### config.mk
export PLATFORM = sky130hd
export DESIGN_NAME = qsfp_xcvr_reset_seq
export DESIGN_NICKNAME = d
export VERILOG_FILES = /design/src/rtl/qsfp_xcvr_pkg.sv /design/src/rtl/qsfp_lane_seq.sv /design/src/rtl/qsfp_xcvr_reset_seq.sv
export SDC_FILE = /design/constraint.sdc
export NUM_CORES = 1
export LEC_CHECK = 0
export BUFFER_PORTS_ARGS = -buffer_cell sky130_fd_sc_hd__buf_2
export CAP_MARGIN = 15
export CORE_UTILIZATION = 65
export DETAILED_ROUTE_END_ITERATION = 16
export PLACE_DENSITY = 0.84
export SYNTH_ARGS = -nofsm -noshare
export SYNTH_HDL_FRONTEND = slang
export SYNTH_SLANG_ARGS = --single-unit
### constraint.sdc
create_clock -name clk_100_clk -period 3.2 [get_ports clk_100_clk]
set_clock_uncertainty 0.15 [all_clocks]
set_input_delay 0.16 -clock clk_100_clk [delete_from_list [all_inputs] [get_ports clk_100_clk]]
set_output_delay 0.16 -clock clk_100_clk [all_outputs]
set_load 0.02 [all_outputs]
### src/rtl/qsfp_xcvr_pkg.sv
// Shared types and constants for the QSFP transceiver reset sequencer.
//   pll_state_t : shared ATX PLL bring-up states
//   tx_state_t  : per-lane TX reset release states
//   rx_state_t  : per-lane RX reset release states
//   RELOCK_W    : width of each lane's saturating lock-loss counter
//   SYNC_DEPTH  : flops in every asynchronous-input synchronizer
package qsfp_xcvr_pkg;

   typedef enum logic [1:0] {
      PLL_PD        = 2'd0,
      PLL_WAIT_LOCK = 2'd1,
      PLL_LOCKED    = 2'd2
   } pll_state_t;

   typedef enum logic [1:0] {
      TX_RST = 2'd0,
      TX_ANA = 2'd1,
      TX_UP  = 2'd2
   } tx_state_t;

   typedef enum logic [1:0] {
      RX_RST  = 2'd0,
      RX_WAIT = 2'd1,
      RX_UP   = 2'd2
   } rx_state_t;

   localparam int RELOCK_W   = 8;
   localparam int SYNC_DEPTH = 2;

   localparam logic [RELOCK_W-1:0] RELOCK_MAX = '1;

endpackage

### src/rtl/qsfp_lane_seq.sv
// Single-lane TX and RX reset sequencer.
//   clk, rst_n          : clock and synchronous active-low reset
//   pll_ok              : shared PLL is locked (already synchronous)
//   lane_enable         : lane enable (synchronous)
//   tx_cal_busy,
//   rx_cal_busy,
//   rx_is_lockedtodata  : asynchronous PHY status, synchronized here
//   tx/rx_*reset        : registered PHY reset controls
//   tx_ready, rx_ready  : lane TX / RX fully out of reset
//   relock_count        : saturating count of CDR lock losses while up
module qsfp_lane_seq
   import qsfp_xcvr_pkg::*;
#(
   parameter int TX_DIG_DELAY = 200,
   parameter int LOCK_STABLE  = 10000,
   parameter int LOCK_TIMEOUT = 100000
) (
   input  logic                clk,
   input  logic                rst_n,
   input  logic                pll_ok,
   input  logic                lane_enable,
   input  logic                tx_cal_busy,
   input  logic                rx_cal_busy,
   input  logic                rx_is_lockedtodata,
   output logic                tx_analogreset,
   output logic                tx_digitalreset,
   output logic                rx_analogreset,
   output logic                rx_digitalreset,
   output logic                tx_ready,
   output logic                rx_ready,
   output logic [RELOCK_W-1:0] relock_count
);

   localparam int TX_CW  = $clog2(TX_DIG_DELAY + 1);
   localparam int STB_CW = $clog2(LOCK_STABLE + 1);
   localparam int TO_CW  = $clog2(LOCK_TIMEOUT + 1);

   logic [SYNC_DEPTH-1:0] tx_busy_meta;
   logic [SYNC_DEPTH-1:0] rx_busy_meta;
   logic [SYNC_DEPTH-1:0] lock_meta;
   logic                  tx_busy_sync;
   logic                  rx_busy_sync;
   logic                  lock_sync;

   tx_state_t             tx_state;
   rx_state_t             rx_state;
   logic [TX_CW-1:0]      tx_cnt;
   logic [STB_CW-1:0]     stable_cnt;
   logic [TO_CW-1:0]      timeout_cnt;

   always_ff @(posedge clk) begin
      if (!rst_n) begin
         tx_busy_meta <= '0;
         rx_busy_meta <= '0;
         lock_meta    <= '0;
      end else begin
         tx_busy_meta <= {tx_busy_meta[SYNC_DEPTH-2:0], tx_cal_busy};
         rx_busy_meta <= {rx_busy_meta[SYNC_DEPTH-2:0], rx_cal_busy};
         lock_meta    <= {lock_meta[SYNC_DEPTH-2:0], rx_is_lockedtodata};
      end
   end

   assign tx_busy_sync = tx_busy_meta[SYNC_DEPTH-1];
   assign rx_busy_sync = rx_busy_meta[SYNC_DEPTH-1];
   assign lock_sync    = lock_meta[SYNC_DEPTH-1];

   // TX: analog release once the PLL is up and calibration is idle, digital
   // release TX_DIG_DELAY cycles later. Losing the PLL or the enable drops
   // the lane straight back into full reset.
   always_ff @(posedge clk) begin
      if (!rst_n || !pll_ok || !lane_enable) begin
         tx_state        <= TX_RST;
         tx_cnt          <= '0;
         tx_analogreset  <= 1'b1;
         tx_digitalreset <= 1'b1;
         tx_ready        <= 1'b0;
      end else begin
         case (tx_state)
            TX_RST: begin
               if (!tx_busy_sync) begin
                  tx_state       <= TX_ANA;
                  tx_cnt         <= '0;
                  tx_analogreset <= 1'b0;
               end
            end
            TX_ANA: begin
               if (tx_cnt == TX_CW'(TX_DIG_DELAY - 1)) begin
                  tx_state        <= TX_UP;
                  tx_digitalreset <= 1'b0;
                  tx_ready        <= 1'b1;
               end else begin
                  tx_cnt <= tx_cnt + 1'b1;
               end
            end
            TX_UP: begin
               tx_state <= TX_UP;
            end
            default: begin
               tx_state        <= TX_RST;
               tx_cnt          <= '0;
               tx_analogreset  <= 1'b1;
               tx_digitalreset <= 1'b1;
               tx_ready        <= 1'b0;
            end
         endcase
      end
   end

   // RX: independent of the PLL. The CDR must hold lock for LOCK_STABLE
   // consecutive cycles before digital release; if that never happens within
   // LOCK_TIMEOUT the analog reset is pulsed and the wait restarts. A lock
   // loss while up is counted, but only when the lane is still enabled, so a
   // coincident enable drop is never counted.
   always_ff @(posedge clk) begin
      if (!rst_n) begin
         rx_state        <= RX_RST;
         stable_cnt      <= '0;
         timeout_cnt     <= '0;
         rx_analogreset  <= 1'b1;
         rx_digitalreset <= 1'b1;
         rx_ready        <= 1'b0;
         relock_count    <= '0;
      end else if (!lane_enable) begin
         rx_state        <= RX_RST;
         stable_cnt      <= '0;
         timeout_cnt     <= '0;
         rx_analogreset  <= 1'b1;
         rx_digitalreset <= 1'b1;
         rx_ready        <= 1'b0;
      end else begin
         case (rx_state)
            RX_RST: begin
               if (!rx_busy_sync) begin
                  rx_state       <= RX_WAIT;
                  stable_cnt     <= '0;
                  timeout_cnt    <= '0;
                  rx_analogreset <= 1'b0;
               end
            end
            RX_WAIT: begin
               if (lock_sync && (stable_cnt == STB_CW'(LOCK_STABLE - 1))) begin
                  rx_state        <= RX_UP;
                  rx_digitalreset <= 1'b0;
                  rx_ready        <= 1'b1;
               end else if (timeout_cnt == TO_CW'(LOCK_TIMEOUT - 1)) begin
                  rx_state       <= RX_RST;
                  rx_analogreset <= 1'b1;
               end else begin
                  stable_cnt  <= lock_sync ? stable_cnt + 1'b1 : '0;
                  timeout_cnt <= timeout_cnt + 1'b1;
               end
            end
            RX_UP: begin
               if (!lock_sync) begin
                  rx_state        <= RX_RST;
                  rx_analogreset  <= 1'b1;
                  rx_digitalreset <= 1'b1;
                  rx_ready        <= 1'b0;
                  if (relock_count != RELOCK_MAX) begin
                     relock_count <= relock_count + 1'b1;
                  end
               end
            end
            default: begin
               rx_state        <= RX_RST;
               rx_analogreset  <= 1'b1;
               rx_digitalreset <= 1'b1;
               rx_ready        <= 1'b0;
            end
         endcase
      end
   end

endmodule

### src/rtl/qsfp_xcvr_reset_seq.sv
// Reset/bring-up sequencer for the QSFP transceiver lanes and shared ATX PLL.
//   clk_100_clk, reset_100_reset_n : 100 MHz clock, synchronous active-low reset
//   pll_locked                     : ATX PLL lock (asynchronous)
//   lane_enable                    : per-lane enable (synchronous)
//   tx_cal_busy, rx_cal_busy,
//   rx_is_lockedtodata             : per-lane PHY status (asynchronous)
//   pll_powerdown                  : ATX PLL powerdown
//   tx/rx_analogreset, tx/rx_digitalreset, tx_ready, rx_ready : per lane
//   relock_count                   : per-lane lock-loss count, lane i at [8i+7:8i]
module qsfp_xcvr_reset_seq
   import qsfp_xcvr_pkg::*;
#(
   parameter int NUM_LANES     = 4,
   parameter int PLL_PD_CYCLES = 1000,
   parameter int TX_DIG_DELAY  = 200,
   parameter int LOCK_STABLE   = 10000,
   parameter int LOCK_TIMEOUT  = 100000
) (
   input  logic                          clk_100_clk,
   input  logic                          reset_100_reset_n,
   input  logic                          pll_locked,
   input  logic [NUM_LANES-1:0]          lane_enable,
   input  logic [NUM_LANES-1:0]          tx_cal_busy,
   input  logic [NUM_LANES-1:0]          rx_cal_busy,
   input  logic [NUM_LANES-1:0]          rx_is_lockedtodata,
   output logic                          pll_powerdown,
   output logic [NUM_LANES-1:0]          tx_analogreset,
   output logic [NUM_LANES-1:0]          tx_digitalreset,
   output logic [NUM_LANES-1:0]          rx_analogreset,
   output logic [NUM_LANES-1:0]          rx_digitalreset,
   output logic [NUM_LANES-1:0]          tx_ready,
   output logic [NUM_LANES-1:0]          rx_ready,
   output logic [RELOCK_W*NUM_LANES-1:0] relock_count
);

   localparam int PD_CW = $clog2(PLL_PD_CYCLES + 1);

   logic [SYNC_DEPTH-1:0] pll_locked_meta;
   logic                  pll_locked_sync;
   pll_state_t            pll_state;
   logic [PD_CW-1:0]      pd_cnt;
   logic                  pll_ok;

   always_ff @(posedge clk_100_clk) begin
      if (!reset_100_reset_n) begin
         pll_locked_meta <= '0;
      end else begin
         pll_locked_meta <= {pll_locked_meta[SYNC_DEPTH-2:0], pll_locked};
      end
   end

   assign pll_locked_sync = pll_locked_meta[SYNC_DEPTH-1];

   // Powerdown is held for PLL_PD_CYCLES cycles after reset release and is
   // never reasserted by a later lock loss; only lock is re-awaited.
   always_ff @(posedge clk_100_clk) begin
      if (!reset_100_reset_n) begin
         pll_state     <= PLL_PD;
         pd_cnt        <= '0;
         pll_powerdown <= 1'b1;
      end else begin
         case (pll_state)
            PLL_PD: begin
               if (pd_cnt == PD_CW'(PLL_PD_CYCLES - 1)) begin
                  pll_state     <= PLL_WAIT_LOCK;
                  pll_powerdown <= 1'b0;
               end else begin
                  pd_cnt <= pd_cnt + 1'b1;
               end
            end
            PLL_WAIT_LOCK: begin
               if (pll_locked_sync) pll_state <= PLL_LOCKED;
            end
            PLL_LOCKED: begin
               if (!pll_locked_sync) pll_state <= PLL_WAIT_LOCK;
            end
            default: begin
               pll_state     <= PLL_PD;
               pd_cnt        <= '0;
               pll_powerdown <= 1'b1;
            end
         endcase
      end
   end

   assign pll_ok = (pll_state == PLL_LOCKED);

   for (genvar i = 0; i < NUM_LANES; i++) begin : g_lane
      qsfp_lane_seq #(
         .TX_DIG_DELAY (TX_DIG_DELAY),
         .LOCK_STABLE  (LOCK_STABLE),
         .LOCK_TIMEOUT (LOCK_TIMEOUT)
      ) u_lane (
         .clk                (clk_100_clk),
         .rst_n              (reset_100_reset_n),
         .pll_ok             (pll_ok),
         .lane_enable        (lane_enable[i]),
         .tx_cal_busy        (tx_cal_busy[i]),
         .rx_cal_busy        (rx_cal_busy[i]),
         .rx_is_lockedtodata (rx_is_lockedtodata[i]),
         .tx_analogreset     (tx_analogreset[i]),
         .tx_digitalreset    (tx_digitalreset[i]),
         .rx_analogreset     (rx_analogreset[i]),
         .rx_digitalreset    (rx_digitalreset[i]),
         .tx_ready           (tx_ready[i]),
         .rx_ready           (rx_ready[i]),
         .relock_count       (relock_count[RELOCK_W*i +: RELOCK_W])
      );
   end

endmodule

======== After elaboration in Yosys (flattened, before gate mapping) ========
Cells that the tools add are included.
W data, S select, Z words.
storage, ports and cells
  flip-flop bits (word level) ............. 267
  input bits .............................. 19
  output and inout bits ................... 57
operators by class
  muxes and demuxes ....................... 152
  add/sub/neg operators ................... 17
  bitwise logic cells ..................... 21
  reductions and logical operators ........ 80
  eq/ne operators ......................... 79
operators with widths
  cell                     number
  $mux W14                 16
  $mux W17                 12
  $pmux W17 S2             4
  $pmux W14 S2             4
  $pmux W8 S3              4
  $add A17 B1 Y17 const B  4
  $eq A17 B17 Y1 const B   4
  $add A8 B1 Y8 const B    8
  $mux W8                  8
  $add A14 B1 Y14 const B  4
  $eq A14 B14 Y1 const B   4
  $ne A2 B2 Y1 const B     28
  $mux W2                  27
  $pmux W2 S3              9
  $reduce_and A4 Y1        12
  $mux W1                  41
  $reduce_and A3 Y1        13
  $pmux W1 S3              12
  $reduce_and A2 Y1        18
  $eq A8 B8 Y1 const B     4
  $ne A8 B8 Y1 const B     4
  $pmux W1 S2              13
  $ne A2 B1 Y1 const B     12
  $not A1 Y1               21
  other kinds (13)         63

======== Depth between registers and ports, before layout ========
Gate-level depths: netlist of the first run.
  depth in word-level cells ............... 5
  depth in mapped cells ................... 10
  gate-level depth less buffers ........... 8

======== Modules after synthesis ========
A second synthesis of the first run with hierarchy kept.
unflattened totals
  cell total of the unflattened synthesis .. 1641
  area, all modules ....................... 13396.6 µm²
modules (own cells, without submodules)
  module               instances  cells an instance  area an instance (µm²)  sequential area each (µm²)
  qsfp_lane_seq        4          387                3154.3                  1261.2
  qsfp_xcvr_reset_seq  1          93                 779.5                   300.3

======== Least setup slack after synthesis of the first run ========
OpenSTA, ideal clock, no wires.
  path type ............................... reg2reg
  from .................................... reg g_lane[0].u_lane.stable_cnt[0]
  to ...................................... reg g_lane[0].u_lane.timeout_cnt[6]
  period minus slack after synthesis ...... 2.184 ns
  cell stages (with the launch flop) ...... 9
  data required time ...................... 2.918 ns
  setup time .............................. 0.132 ns
  data arrival time ....................... 1.903 ns
  path buffers ............................ 1
  path slack .............................. 1.016 ns
  cells stage by stage .................... dfxtp_1 -> ha_1 -> nand3_1 -> or4_4 -> a31oi_2 -> nor2_2 -> buf_6 -> a31oi_1 -> nor3_1
between the ends
  cells in the longest elaborated chain, start to end .. 4
ends and longest elaborated chain
  item                                RTL line              RTL
  start, declared                     qsfp_lane_seq.sv:48   logic [STB_CW-1:0] stable_cnt;
  start signal, assigned              qsfp_lane_seq.sv:149  stable_cnt <= lock_sync ? stable_cnt + 1'b1 : '0;
  $eq A14 B14 Y1                      qsfp_lane_seq.sv:141  if (lock_sync && (stable_cnt == STB_CW'(LOCK_STABLE - 1))) begin
  $logic_and A1 B1 Y1                 qsfp_lane_seq.sv:141
  $ne A2 B2 Y1 (no source line)       n/a
  $reduce_and A4 Y1 (no source line)  n/a
  end signal, assigned                qsfp_lane_seq.sv:150  timeout_cnt <= timeout_cnt + 1'b1;
  end, declared                       qsfp_lane_seq.sv:49   logic [TO_CW-1:0] timeout_cnt;
Every way passes these cells.
A chain may end at the register's enable or synchronous reset.

======== Final worst setup path of the first run ========
  from .................................... reg g_lane[0].u_lane.rx_state[0]
  to ...................................... reg g_lane[0].u_lane.stable_cnt[12]
between the ends
  cells in the longest elaborated chain, start to end .. 3
ends and longest elaborated chain
  item                                                                        RTL line              RTL
  start, declared                                                             qsfp_lane_seq.sv:46   rx_state_t rx_state;
  start signal, assigned                                                      qsfp_lane_seq.sv:116  rx_state <= RX_RST;
  start signal, assigned                                                      qsfp_lane_seq.sv:124  rx_state <= RX_RST;
  start signal, assigned                                                      qsfp_lane_seq.sv:134  rx_state <= RX_WAIT;
  $eq A2 B1 Y1 / $logic_not A2 Y1 (equally long branches)                     qsfp_lane_seq.sv:131  case (rx_state)
  $ne A2 B2 Y1 (no source line) / $reduce_bool A2 Y1 (equally long branches)  n/a
  $reduce_and A4 Y1 (no source line)                                          n/a
Several ways; a longest one is shown, not always the timed one.

==> results.cfg, run 1 <==
[power_and_ir_drop]
power.density_nw_per_um2 = 486
p_switching_mw = 1.52
cellInternalPower_mw = 5.58
power_frac_seq_pct = 47.9
p_total_mw = 7.10
switching_share_pct = 21.4
share_clk_of_total_power_pct = 47.6
combinational_fraction_of_design_power_pct = 4.5
peakVddDrop_mv = 0.497
leakage_nw = 5.38

[status]
outcome = finished clean

[yosys]
netlist_instances = 1548
synth_edf_count = 0
synth_cell_type_count = 79
postSynthNetCount = 1599
synthFlopType = dfxtp_1
synth-seq-area-share_pct = 40.9
netlist.top_cell.by_area = dfxtp_1
yosys_register_bits = 267
post_synth.cell_area_avg_um2 = 8.45
ys_top_cells_by_count = dfxtp_1, nor2_1, nand2_1
synth_top_area_share_pct = 40.9
netlist_top_cells_area = dfxtp_1, nor2_1, nand2_1
syn-cell-area_um2 = 13100
synthArstFlopShare_pct = 0
post-synth-top-count-cell = dfxtp_1
yosysWarnings = 0

[timing]
hold_viol_final = 0
fin_crit_ns = 2.71
totalNegativeSetupSlack_ns = 0
clock.fmax_mhz = 370
finalSetupViolations = 0
final_number_of_max_transition_violations = 0
timing.slew.headroom_pct = 35.5
tightest_slew_ns = 0.959
timing.final.crit_share_pct = 84.6
grt_setup_unrepaired = no

[route]
detail_route.drc_violations = 0
vias = 11500
antenna_left = 0
average_wire_per_standard_cell_um = 15.3
wl_mm = 28.8
drt-pass1-iter-count = 7
detail_route.iter0.violations = 735
routed_via_density = 6.12

[global_route]
all_layer_global_routing_usage_pct = 27.2
pin_count_of_the_biggest_net_entering_global_routing = 74
overflow_left_after_global_routing = 0
grt_first_pass_wirelength_mm = 47.2
grt_antenna_before_repair = 0
first_global_vias = 10500

[worst_setup_path]
critical_path.max_fanout = 18
critical_path.endpoint_type = register
setup.worst_path.start = g_lane[0].u_lane.rx_state[0]
reg2reg_from = g_lane[0].u_lane.rx_state[0]
critical_path.startpoint_type = register
cp.arrival_ns = 3.03
critPathKind = reg -> reg
worst_case_reg_to_reg_path_depth = 5
cp.required_ns = 3.53

[die]
chipHeight_um = 144
num_io_pins = 76
die_w_um = 144
row_count = 51
fp.coreArea_um2 = 19600
floorplan.initialDensity_pct = 66.8
design.die.area_um2 = 20700

[cts]
tritoncts = done
cts.repair_timing.setup_buffer_count = 0
clk_path_buf_depth = 3
htree_num_levels = 1
cts.root.buffer_cell = clkbuf_16
path_clk_slew_ns = 0.06
cts_buffers = 28
clk-insertion-delay-late_ns = 0.54
cts.sink_count = 267

[cells_and_area]
antenna-diode-count = 0
synthToLayoutAreaGrowth_pct = 11.6
postLayoutCoreUtil_pct = 74.5
fraction_of_layout_cells_with_a_size_suffix_above_1_pct = 10.7
nets = 1648

[worst_hold_path]
min_path_cells = 4
holdCritStartpoint = lane_enable[0]
holdCritPathClass = in -> reg

[place]
placement.io_buffers = 75
routabilityCongestion = 0.919
dp_hpwl_mm = 19.0

[run]
maxCapViolations = 0
cells in the final DEF (no fill, tap or decap), drive strengths merged, types with 26 or more instances in the layout:
cell	netlist	layout
xnor2	35	35
xor2	45	45
buf	40	93
and3	42	42
nand3	75	75
o21ai	85	85
nand2	147	147
clkbuf	51	44
inv	26	26
ha	32	32
nor2	166	166
nand4	38	38
dfxtp	267	267
nor3	30	30
and2	66	66
a21oi	83	83
power by group through the flow:
stage	combinational [mW]	sequential (mW)	clock [mW]
floorplan	0.235	3.46	0
global placement	0.293	3.47	0
detailed placement	0.300	3.47	0
CTS	0.317	3.40	3.43
global route	0.354	3.40	3.56
finish	0.321	3.40	3.38
flip-flops by register name, summed over array words and instances (netlist names), 4 cells and up:
| signal | cells |
|---|---|
| g_lane.u_lane.stable_cnt | 56 |
| pd_cnt | 10 |
| g_lane.u_lane.rx_state | 8 |
| g_lane.u_lane.tx_analogreset | 4 |
| g_lane.u_lane.tx_busy_meta | 8 |
| g_lane.u_lane.tx_state | 8 |
| g_lane.u_lane.rx_digitalreset | 4 |
| g_lane.u_lane.rx_analogreset | 4 |
| g_lane.u_lane.rx_ready | 4 |
| g_lane.u_lane.relock_count | 32 |
| g_lane.u_lane.tx_cnt | 32 |
| g_lane.u_lane.timeout_cnt | 68 |
| g_lane.u_lane.tx_digitalreset | 4 |
| g_lane.u_lane.lock_meta | 8 |
| g_lane.u_lane.tx_ready | 4 |
| g_lane.u_lane.rx_busy_meta | 8 |
path summary, 6_finish.rpt:
kind	slack, ns	end
max	0.49	g_lane[0].u_lane.stable_cnt[12]
min	0.09	g_lane[0].u_lane.rx_digitalreset
max reg2reg	0.49	g_lane[0].u_lane.stable_cnt[12]
min reg2reg	0.28	g_lane[2].u_lane.rx_busy_meta[1]
metrics by stage:
| stage | instances | hold WS (ns) | instance area, um2 | setup slack, ns |
|---|---|---|---|---|
| 2_1_floorplan | 1548 | 0.137 | 13100 | 1.02 |
| 3_3_place_gp | 1815 | 0.216 | 13500 | 0.674 |
| 3_5_place_dp | 1815 | 0.219 | 13500 | 0.606 |
| 4_1_cts | 1882 | 0.0694 | 14600 | 0.589 |
| 5_1_grt | 1882 | 0.107 | 14600 | 0.369 |
| 6_report | 1882 | 0.0932 | 14600 | 0.494 |
logic make-up (layout without fill, tap and decap cells):
group,after synthesis,after routing,synth area share (%)
flip-flops,267,267,40.9
XOR/XNOR,80,80,5.36
adder cells (fa/ha/maj),32,32,3.06
multiplexers,16,16,1.24
AO/OA/AOI/OAI,333,333,16.7
AND/OR/NAND/NOR,702,702,28.4
buffers and inverters,118,187,4.45
per-layer routing:
| layer | share of wire (%) | routed length [um] | up-vias | track usage [%] |
|---|---|---|---|---|
| li1 | - | - | 5689 | - |
| met4 | 1.6 | 461 | 0 | 8.57 |
| met1 | 44 | 12700 | 5398 | 34.5 |
| met5 | 0 | 0 | - | 0 |
| met3 | 5.6 | 1620 | 45 | 3.43 |
| met2 | 49 | 14000 | 380 | 47.5 |
area by class of cell:
class                   count  area, um2
clock buffers              44        872
clock inverters             6        105
fillers                  1445       4990
inverters                  27        101
multi-input cells        1163       7160
flip-flops and latches    267       5350
well taps                 265        332
repair buffers            110        693
critical path, stage by stage (launching register included):
cell	delay (ns)
dfxtp_1	0.69
nand2_1	0.13
nor2_1	0.49
nand4_1	0.55
nor4_1	0.49
a21o_1	0.14
what timing repair did:
item | in CTS | in global routing
gates resized for setup | 0 | 0
hold buffers | 17 | 0
endpoints found under the hold margin | 32 | 0
(Power assumes the default switching activity.)
==> run 2: changes to the inputs <==
Settings changed: CORE_UTILIZATION 65 to 61, PLACE_DENSITY 0.84 to 0.8.
Clock period 3.2 ns to 2.6 ns, I/O delays scaled along.
==> run 2 against run 1 <==
Net effect:
- via count up 0.65%
- fmax rose by 9.8%
- die area up 6.5%
- critical path type unchanged
- critical endpoint is now g_lane[3].u_lane.stable_cnt[9]
- largest power group is now the clock network
==> results.cfg, run 2 (same netlist as run 1, synthesis figures left out) <==
[status]
outcome = finished clean

[die]
chipHeight_um = 148
die_w_um = 148
fp.coreArea_um2 = 21000
num_io_pins = 76
row_count = 53
floorplan.initialDensity_pct = 62.2
design.die.area_um2 = 22000

[power_and_ir_drop]
p_switching_mw = 1.97
p_total_mw = 8.90
switching_share_pct = 22.2
power.density_nw_per_um2 = 598
power_frac_seq_pct = 46.9
leakage_nw = 5.54
peakVddDrop_mv = 0.811
combinational_fraction_of_design_power_pct = 4.9
share_clk_of_total_power_pct = 48.1
cellInternalPower_mw = 6.93

[timing]
grt_setup_unrepaired = no
tightest_slew_ns = 0.851
final_number_of_max_transition_violations = 0
timing.final.crit_share_pct = 94.8
timing.slew.headroom_pct = 42.7
clock.fmax_mhz = 406
hold_viol_final = 0
totalNegativeSetupSlack_ns = 0
fin_crit_ns = 2.46
finalSetupViolations = 0

[cts]
tritoncts = done
htree_num_levels = 1
clk_path_buf_depth = 3
cts.root.buffer_cell = clkbuf_16
cts_buffers = 29
cts.sink_count = 267
path_clk_slew_ns = 0.06
clk-insertion-delay-late_ns = 0.54

[place]
dp_hpwl_mm = 20.3
placement.io_buffers = 75
dpl-instance-area_um2 = 13700
routabilityCongestion = 0.936

[global_route]
pin_count_of_the_biggest_net_entering_global_routing = 33
all_layer_global_routing_usage_pct = 26.7
grt_first_pass_wirelength_mm = 49.6
grt_antenna_before_repair = 0
overflow_left_after_global_routing = 0
first_global_vias = 10600

[route]
detail_route.drc_violations = 0
vias = 11600
routed_via_density = 6.02
antenna_left = 0
drt-pass1-iter-count = 5
wl_mm = 29.8
average_wire_per_standard_cell_um = 15.5
detail_route.iter0.violations = 740

[worst_setup_path]
setup.reg_to_reg.worst_slack_ns = 0.14
cp-endpoint = g_lane[3].u_lane.stable_cnt[9]
critical_path.endpoint_type = register
critPathKind = reg -> reg
setup.worst_path.start = g_lane[3].u_lane.timeout_cnt[0]
max_stage_delay_ns = 0.49
slowest_stage = or3b_2
critical_path.startpoint_type = register
reg2reg_from = g_lane[3].u_lane.timeout_cnt[0]
cp.arrival_ns = 2.78
crit_top_cell = and4_1
worst_case_reg_to_reg_path_depth = 6
regToRegEndpoint = g_lane[3].u_lane.stable_cnt[9]
critical_path.max_fanout = 6
timing.critical_path.cells = ha_1 > and4_1 > and4_1 > nor3_2 > or3b_2 > a21oi_1
cp.required_ns = 2.91

[cells_and_area]
synthToLayoutAreaGrowth_pct = 13.7
largest-register = g_lane.u_lane.timeout_cnt
layout.area.seq_um2 = 5350
fraction_of_layout_cells_with_a_size_suffix_above_1_pct = 12.5
n_fill_cell = 1642
most-common-layout-cells = dfxtp_1, nor2_1, nand2_1
layout.cells.most_common = dfxtp_1
finalInstanceArea_um2 = 14900
antenna-diode-count = 0
area_occupied_by_multi_input_gates_um2 = 7170
nets = 1679
largest_register_ff_count = 68
postLayoutCoreUtil_pct = 70.7
largest_regs = g_lane.u_lane.timeout_cnt x68, g_lane.u_lane.stable_cnt x56

[run]
maxCapViolations = 0

[worst_hold_path]
holdCritPathClass = in -> reg
## run 2: cell count changes in the layout (fill, tap and decap cells not counted), moves of 2 or more
cell,delta
clkinvlp_4,+2
inv_6,+2
buf_4,+30
clkbuf_8,-3
## run 2: how the worst min path moves through the flow
stage / startpoint / endpoint / slack, ns / depth (start not counted)
floorplan: rx_is_lockedtodata[0] / g_lane[0].u_lane.lock_meta[0] / 0.11 / 1
global placement: rx_cal_busy[1] / g_lane[1].u_lane.rx_busy_meta[0] / 0.18 / 2
detailed placement: rx_is_lockedtodata[1] / g_lane[1].u_lane.lock_meta[0] / 0.19 / 2
CTS: rx_cal_busy[0] / g_lane[0].u_lane.rx_busy_meta[0] / 0.16 / 3
global route: rx_cal_busy[2] / g_lane[2].u_lane.rx_busy_meta[0] / 0.19 / 3
finish: rx_cal_busy[0] / g_lane[0].u_lane.rx_busy_meta[0] / 0.18 / 3
## run 2: power groups by stage
stage	clock [mW]	sequential (mW)	combinational, mW
after floorplan	0	4.25	0.290
after global placement	0	4.26	0.398
after detailed placement	0	4.26	0.409
after CTS	4.34	4.17	0.433
after global routing	4.52	4.18	0.482
final	4.28	4.17	0.439
## run 2: repair_timing
| item | in CTS | in global routing |
|---|---|---|
| hold endpoints to repair | 47 | 0 |
| endpoints found under the setup margin | 0 | 7 |
| resized for setup | 0 | 3 |
| buffers inserted | 0 | 0 |
| hold buffers | 18 | 0 |
## run 2: layout make-up
| type | count | area share (%) |
|---|---|---|
| well taps | 275 | 2.31 |
| multi-input cells | 1163 | 48.2 |
| repair buffers | 140 | 6.11 |
| inverters | 27 | 0.681 |
| clock buffers | 41 | 5.59 |
| clock inverters | 12 | 1.16 |
| flip-flops and latches | 267 | 35.9 |
## run 2: stage by stage
stage | hold WS [ns] | instances | setup slack [ns]
final | 0.178 | 1925 | 0.135
after global routing | 0.188 | 1925 | 0.0219
after CTS | 0.159 | 1925 | 0.0792
after detailed placement | 0.190 | 1854 | 0.101
after global placement | 0.184 | 1854 | 0.209
after floorplan | 0.107 | 1548 | 0.416
## run 2: critical path, delay by kind of cell (launching register included)
| family | cells | cell delay, ns |
|---|---|---|
| DFF | 1 | 0.36 |
| adders and majority gates | 1 | 0.27 |
| AOI/OAI and AO/OA | 1 | 0.17 |
| and+or+nand+nor | 4 | 1.44 |
## run 2: routing by layer
metal	global-route usage [%]	wire length [um]	vias to the layer above
li1	-	-	5749
met1	35.0	13400	5462
met2	45.0	14100	308
met3	3.65	1590	68
met4	8.92	749	0
met5	0	0	-
